===== src/rtl/uart_pkg.sv =====
// uart_pkg: shared types and defaults for the uart transmit arbiter
package uart_pkg;
  typedef enum logic [1:0] {IDLE, LOAD, WAIT_DONE} state_t;
  localparam int UART_DATA_W = 8;
  localparam int DEF_NUM_REQ = 4;
  localparam logic [15:0] DEF_TIMEOUT_CYCLES = 16'd40000;
endpackage


===== src/rtl/uart_rr_pick.sv =====
// uart_rr_pick: round-robin winner search upward from ptr, wrapping at N-1
module uart_rr_pick #(
  parameter int N = 4
) (
  input  logic [N-1:0]         req,
  input  logic [$clog2(N)-1:0] ptr,
  output logic [$clog2(N)-1:0] idx,
  output logic                 found
);
  localparam int IW = $clog2(N);
  // scan offsets from far to near so the nearest set bit at or after ptr writes last
  always_comb begin
    idx = '0;
    found = |req;
    for (int i = N - 1; i >= 0; i--)
      if (req[(int'(ptr) + i) % N]) idx = IW'((int'(ptr) + i) % N);
  end
endmodule


===== src/rtl/uart_tx_arbiter.sv =====
// uart_tx_arbiter: round-robin sharing of one uart transmitter with packet lock (optional watchdog: UART_ARB_TIMEOUT_EN)
module uart_tx_arbiter
  import uart_pkg::*;
#(
  parameter int          NUM_REQ        = DEF_NUM_REQ,
  parameter logic [15:0] TIMEOUT_CYCLES = DEF_TIMEOUT_CYCLES
) (
  input  logic                           clk,
  input  logic                           reset,
  input  logic [NUM_REQ-1:0]             req_valid,
  input  logic [UART_DATA_W*NUM_REQ-1:0] req_data,
  input  logic [NUM_REQ-1:0]             req_last,
  output logic [NUM_REQ-1:0]             req_ready,
  output logic [UART_DATA_W-1:0]         tx_data,
  output logic                           tx_start,
  input  logic                           tx_busy,
  input  logic                           tx_done,
  output logic [$clog2(NUM_REQ)-1:0]     grant_id,
  output logic                           busy,
  output logic                           err_timeout
);
  localparam int IW = $clog2(NUM_REQ);
  state_t state, state_nx;
  logic lock, pick_found, sel_valid, fire, drop, done_ok, expire;
  logic [IW-1:0] rr_ptr, pick_idx, nxt_ptr;
  logic [UART_DATA_W-1:0] sel_data;
  uart_rr_pick #(.N(NUM_REQ)) u_pick (
    .req   (req_valid),
    .ptr   (rr_ptr),
    .idx   (pick_idx),
    .found (pick_found)
  );
`ifdef UART_ARB_TIMEOUT_EN
  logic [15:0] tmo_cnt;
  // watchdog restarts on each issued byte and counts while waiting for tx_done
  always_ff @(posedge clk or posedge reset)
    if (reset) tmo_cnt <= '0;
    else if (fire) tmo_cnt <= '0;
    else if (state == WAIT_DONE) tmo_cnt <= tmo_cnt + 16'd1;
  assign expire = state == WAIT_DONE && !tx_done && tmo_cnt == TIMEOUT_CYCLES;
`else
  assign expire = 1'b0;
`endif
  // state register
  always_ff @(posedge clk or posedge reset)
    if (reset) state <= IDLE;
    else state <= state_nx;
  // next-state: a late tx_done still completes normally in the watchdog expiry cycle
  always_comb begin
    state_nx = state;
    unique case (state)
      IDLE:      state_nx = pick_found ? LOAD : IDLE;
      LOAD:      state_nx = drop ? IDLE : fire ? WAIT_DONE : LOAD;
      WAIT_DONE: state_nx = done_ok ? (lock ? LOAD : IDLE) : expire ? IDLE : WAIT_DONE;
      default:   state_nx = IDLE;
    endcase
  end
  // decode of the per-cycle events that drive the registered outputs
  always_comb begin
    sel_valid = req_valid[grant_id];
    sel_data = req_data[{grant_id, 3'b000} +: UART_DATA_W];
    fire = state == LOAD && sel_valid && !tx_busy;
    drop = state == LOAD && !sel_valid;
    done_ok = state == WAIT_DONE && tx_done;
    nxt_ptr = (grant_id == IW'(NUM_REQ - 1)) ? '0 : grant_id + 1'b1;
    busy = state != IDLE;
    err_timeout = expire;
  end
  // grant, pointer, lock and the byte handed to the transmitter; pulses land with tx_data
  always_ff @(posedge clk or posedge reset)
    if (reset) begin
      grant_id <= '0;
      rr_ptr <= '0;
      lock <= 1'b0;
      tx_data <= '0;
      tx_start <= 1'b0;
      req_ready <= '0;
    end else begin
      tx_start <= fire;
      req_ready <= fire ? NUM_REQ'(1) << grant_id : '0;
      if (state == IDLE && pick_found) grant_id <= pick_idx;
      if (fire) begin
        tx_data <= sel_data;
        lock <= ~req_last[grant_id];
      end
      if (drop || expire || (done_ok && !lock)) begin
        rr_ptr <= nxt_ptr;
        lock <= 1'b0;
      end
    end
endmodule


===== config.mk =====
export PLATFORM = sky130hd
export DESIGN_NAME = uart_tx_arbiter
export DESIGN_NICKNAME = d
export VERILOG_FILES = /design/src/rtl/uart_pkg.sv /design/src/rtl/uart_rr_pick.sv /design/src/rtl/uart_tx_arbiter.sv
export SDC_FILE = /design/constraint.sdc
export NUM_CORES = 1
export LEC_CHECK = 0
export CELL_PAD_IN_SITES_DETAIL_PLACEMENT = 1
export CELL_PAD_IN_SITES_GLOBAL_PLACEMENT = 2
export CORE_ASPECT_RATIO = 2
export CORE_MARGIN = 3
export CORE_UTILIZATION = 23
export CTS_CLUSTER_SIZE = 40
export DETAILED_ROUTE_END_ITERATION = 7
export GPL_TIMING_DRIVEN = 0
export PLACE_DENSITY = 0.86
export REMOVE_ABC_BUFFERS = 1
export SETUP_SLACK_MARGIN = 0.4
export SYNTH_ARGS = -nofsm -noshare
export SYNTH_HDL_FRONTEND = slang
export SYNTH_SLANG_ARGS = --single-unit

===== constraint.sdc =====
create_clock -name clk -period 2 [get_ports clk]
set_input_delay 0.4 -clock clk [delete_from_list [all_inputs] [get_ports clk]]
set_output_delay 0.4 -clock clk [all_outputs]
set_load 0.03 [all_outputs]

==> run metrics <==
outcome finished clean; Post-Synth Adder-Cell Area 4.37%; R2R Path Start grant_id[0]; Residual DRC 0; Yosys top cell area share between 40 and 50%; CTS tree yes; post-synthesis mux area share 31.0%; slowest stage cell, crit path dfrtp_4; CTS max path bufs 2; remaining antenna violation count 0; Area Overhead vs Synth 77.4%; row count 35; sequential element share of the synthesized area 43.7%; Synth Instances between 80 and 90; final slew viol count 0; Worst-Margin Slew 0.783 ns; IO Count 61; yosys warns 0; share of cells above drive strength 1 32.9%; routed vias/inst 4.81; hold_ws 0.512 ns; Primary FF master, synth dfrtp_1; CTS H-Tree Depth 1; Final Hold Viols 0; Synth Area in Compound Gates 7.42%; final core occ 43.0%; routed wire length approximately 4000 µm; Max FO, Critical Path 7; Worst setup EP type flip-flop; RSZ-0062 raised after global routing true; worst path cell trace mux4_2 > or3b_4 > inv_8 > mux2_4; TritonRoute pass-1 iters 3; Setup TNS 0 ns; Pleak 0.914 nW; Starting Density 24.2%; initial antenna violation count 0; largest net degree at the start of global routing 21; Clk Tree Root Cell clkbuf_8; Detail Placement HPWL about 2900 µm; worst r2r dst tx_data[1]; Worst Hold Path Cells 1; DR vias 1038; main combinational cell family by area after synthesis multiplexers; Avg Inst Size Synth 13.3 µm²; Die H 106 µm; core footprint 4730 µm²; Achievable Freq 540 MHz; Worst EP required 2.15 ns; ANT cells 0; Clock Latency Late Sink 0.26 ns; Iter 0 DRT Violations 17; drt wl/cell 18.4 µm; Nets 210; Yosys reg bits 20; Post-synth ARST share 100%; XOR/XNOR share of the synthesized area 0%; Max-Cap Viols 0; Synth area leader dfrtp_1; area share of and/or/nand/nor cells after synthesis 8.52%; WHS Endpoint tx_data[2]; Startpoint Class flip-flop; die area 5920 µm²; R2R Setup Slk around 0.15 ns; PwrDens around 1400 nW/µm²; # setup viols final 0; Final Critical Period between 1.5 and 2 ns; first-pass GRT wire length 6390 µm; IO Port Bufs 59; crit share post-route 92.6%; total clock buffers created by CTS 3; worst hold path class reg -> reg; Placed Area 1780 µm²; Distinct cells, synth 31; vias in the first global route 1242; grt total ovfl 0; Hold Startpoint tx_data[2]; fill cell count 527; Netlist Area Pre-Place around 1100 µm²; Die Width 55.9 µm; FF-to-FF path depth 4; total track usage 14.2%; Crit Path Class reg -> reg; Placer Congestion 0.732; crit path DAT roughly 2.0 ns; Reg clk slew, reported paths 0.07 ns; Post-synth EDFFs 0; Synth area leaders dfrtp_1 44%, mux4_2 16%, mux2_1 9.8%; Layout Skew ~0.003 ns; Slew Limit Headroom 47.7%; clk sink count 20; Worst VDD drop around 600 µV; max incr delay on CP between 0.4 and 0.5 ns; post-route design area 2030 µm²
synth_stat cells (2+ instances only):
| master | instances |
|---|---|
| a21oi_1 | 3 |
| and2_1 | 4 |
| dfrtp_1 | 20 |
| ha_1 | 4 |
| inv_1 | 6 |
| mux2_1 | 10 |
| mux4_1 | 2 |
| mux4_2 | 8 |
| nand2_1 | 2 |
| nand2b_1 | 3 |
| o21ai_0 | 2 |
| o31ai_1 | 2 |
| or2_2 | 2 |
metal layers:
layer,global-route usage [%],wire length (µm),vias to the layer above
met1,11.9,1180,518
li1,-,-,469
met2,29.4,2460,42
met3,2.33,192,9
met5,0,0,-
met4,8.15,150,0
metrics by stage:
stage / power (mW) / setup slack [ns] / cells
2_1_floorplan: 1.52 / -0.266 / 82
3_3_place_gp: 2.00 / -0.398 / 196
3_5_place_dp: 2.08 / -0.448 / 196
4_1_cts: 2.81 / 0.150 / 215
5_1_grt: 3.01 / 0.110 / 216
6_report: 2.84 / 0.148 / 216
how the worst max path moves through the flow:
stage            endpoint  slack [ns]   startpoint  depth (start not counted)
3_3_place_gp   tx_data[6]       -0.40  grant_id[0]                          4
5_1_grt        tx_data[2]        0.11  grant_id[0]                          4
6_report       tx_data[1]        0.15  grant_id[0]                          4
2_1_floorplan  tx_data[0]       -0.27  grant_id[0]                          4
4_1_cts        tx_data[4]        0.15  grant_id[0]                          4
3_5_place_dp   tx_data[4]       -0.45  grant_id[0]                          4
kinds of logic after synthesis:
| family | Yosys count |
|---|---|
| AOI/OAI and AO/OA | 13 |
| other | 1 |
| muxes | 21 |
| adders and majority gates | 4 |
| and+or+nand+nor | 16 |
| buffers and inverters | 11 |
| DFF | 20 |
flip-flops by register name, summed over array words and instances, names as in the netlist:
register / cells
grant_id: 2
req_ready: 4
tx_data: 8
state: 2
tx_start: 1
rr_ptr: 2
lock: 1
repair_timing:
item	CTS	global route
gates resized for setup	51	7
pin swaps	5	0
hold buffers	0	0
setup buffers	14	1
cloned	1	0
setup endpoints to repair	34	19
cell type report:
type                            instances  area, µm²  share of cell area (%)
Clock buffer                            3       41.3                    2.03
Clock inverter                          1       30.0                    1.48
Tap cell                               55       68.8                    3.38
Inverter                                7       33.8                    1.66
Timing Repair inverter                  1       6.26                   0.308
Sequential cell                        20        505                    24.9
Timing Repair Buffer                   74        691                    34.0
Multi-Input combinational cell         55        657                    32.3
power by group:
part | switching, mW | total (mW) | internal (mW)
Sequential | 0.119 | 0.698 | 0.578
Clock | 0.138 | 0.406 | 0.267
Combinational | 0.836 | 1.74 | 0.900
Total | 1.09 | 2.84 | 1.75
cells in the final DEF (no fill, tap or decap), types with 2 or more instances in the layout:
cell type        synthesis  final
o31ai_1                  2      2
buf_6                    1      4
clkdlybuf4s50_1          0     39
nand2b_1                 3      3
a21oi_1                  3      3
mux2_4                   0     10
dfrtp_1                 20     18
and2_4                   0      4
o21ai_0                  2      2
nand2_1                  2      2
mux4_2                   8      9
dlygate4sd2_1            0     17
ha_1                     4      4
inv_1                    6      6
clkbuf_8                 0      3
buf_4                    1     12
critical path: cells and delay by family (launching register included):
kind	cells	cell delay, ns
muxes	2	0.67
buffers and inverters	1	0.12
and+or+nand+nor	1	0.45
DFF	1	0.49
Power figures use the tool's default switching activity.
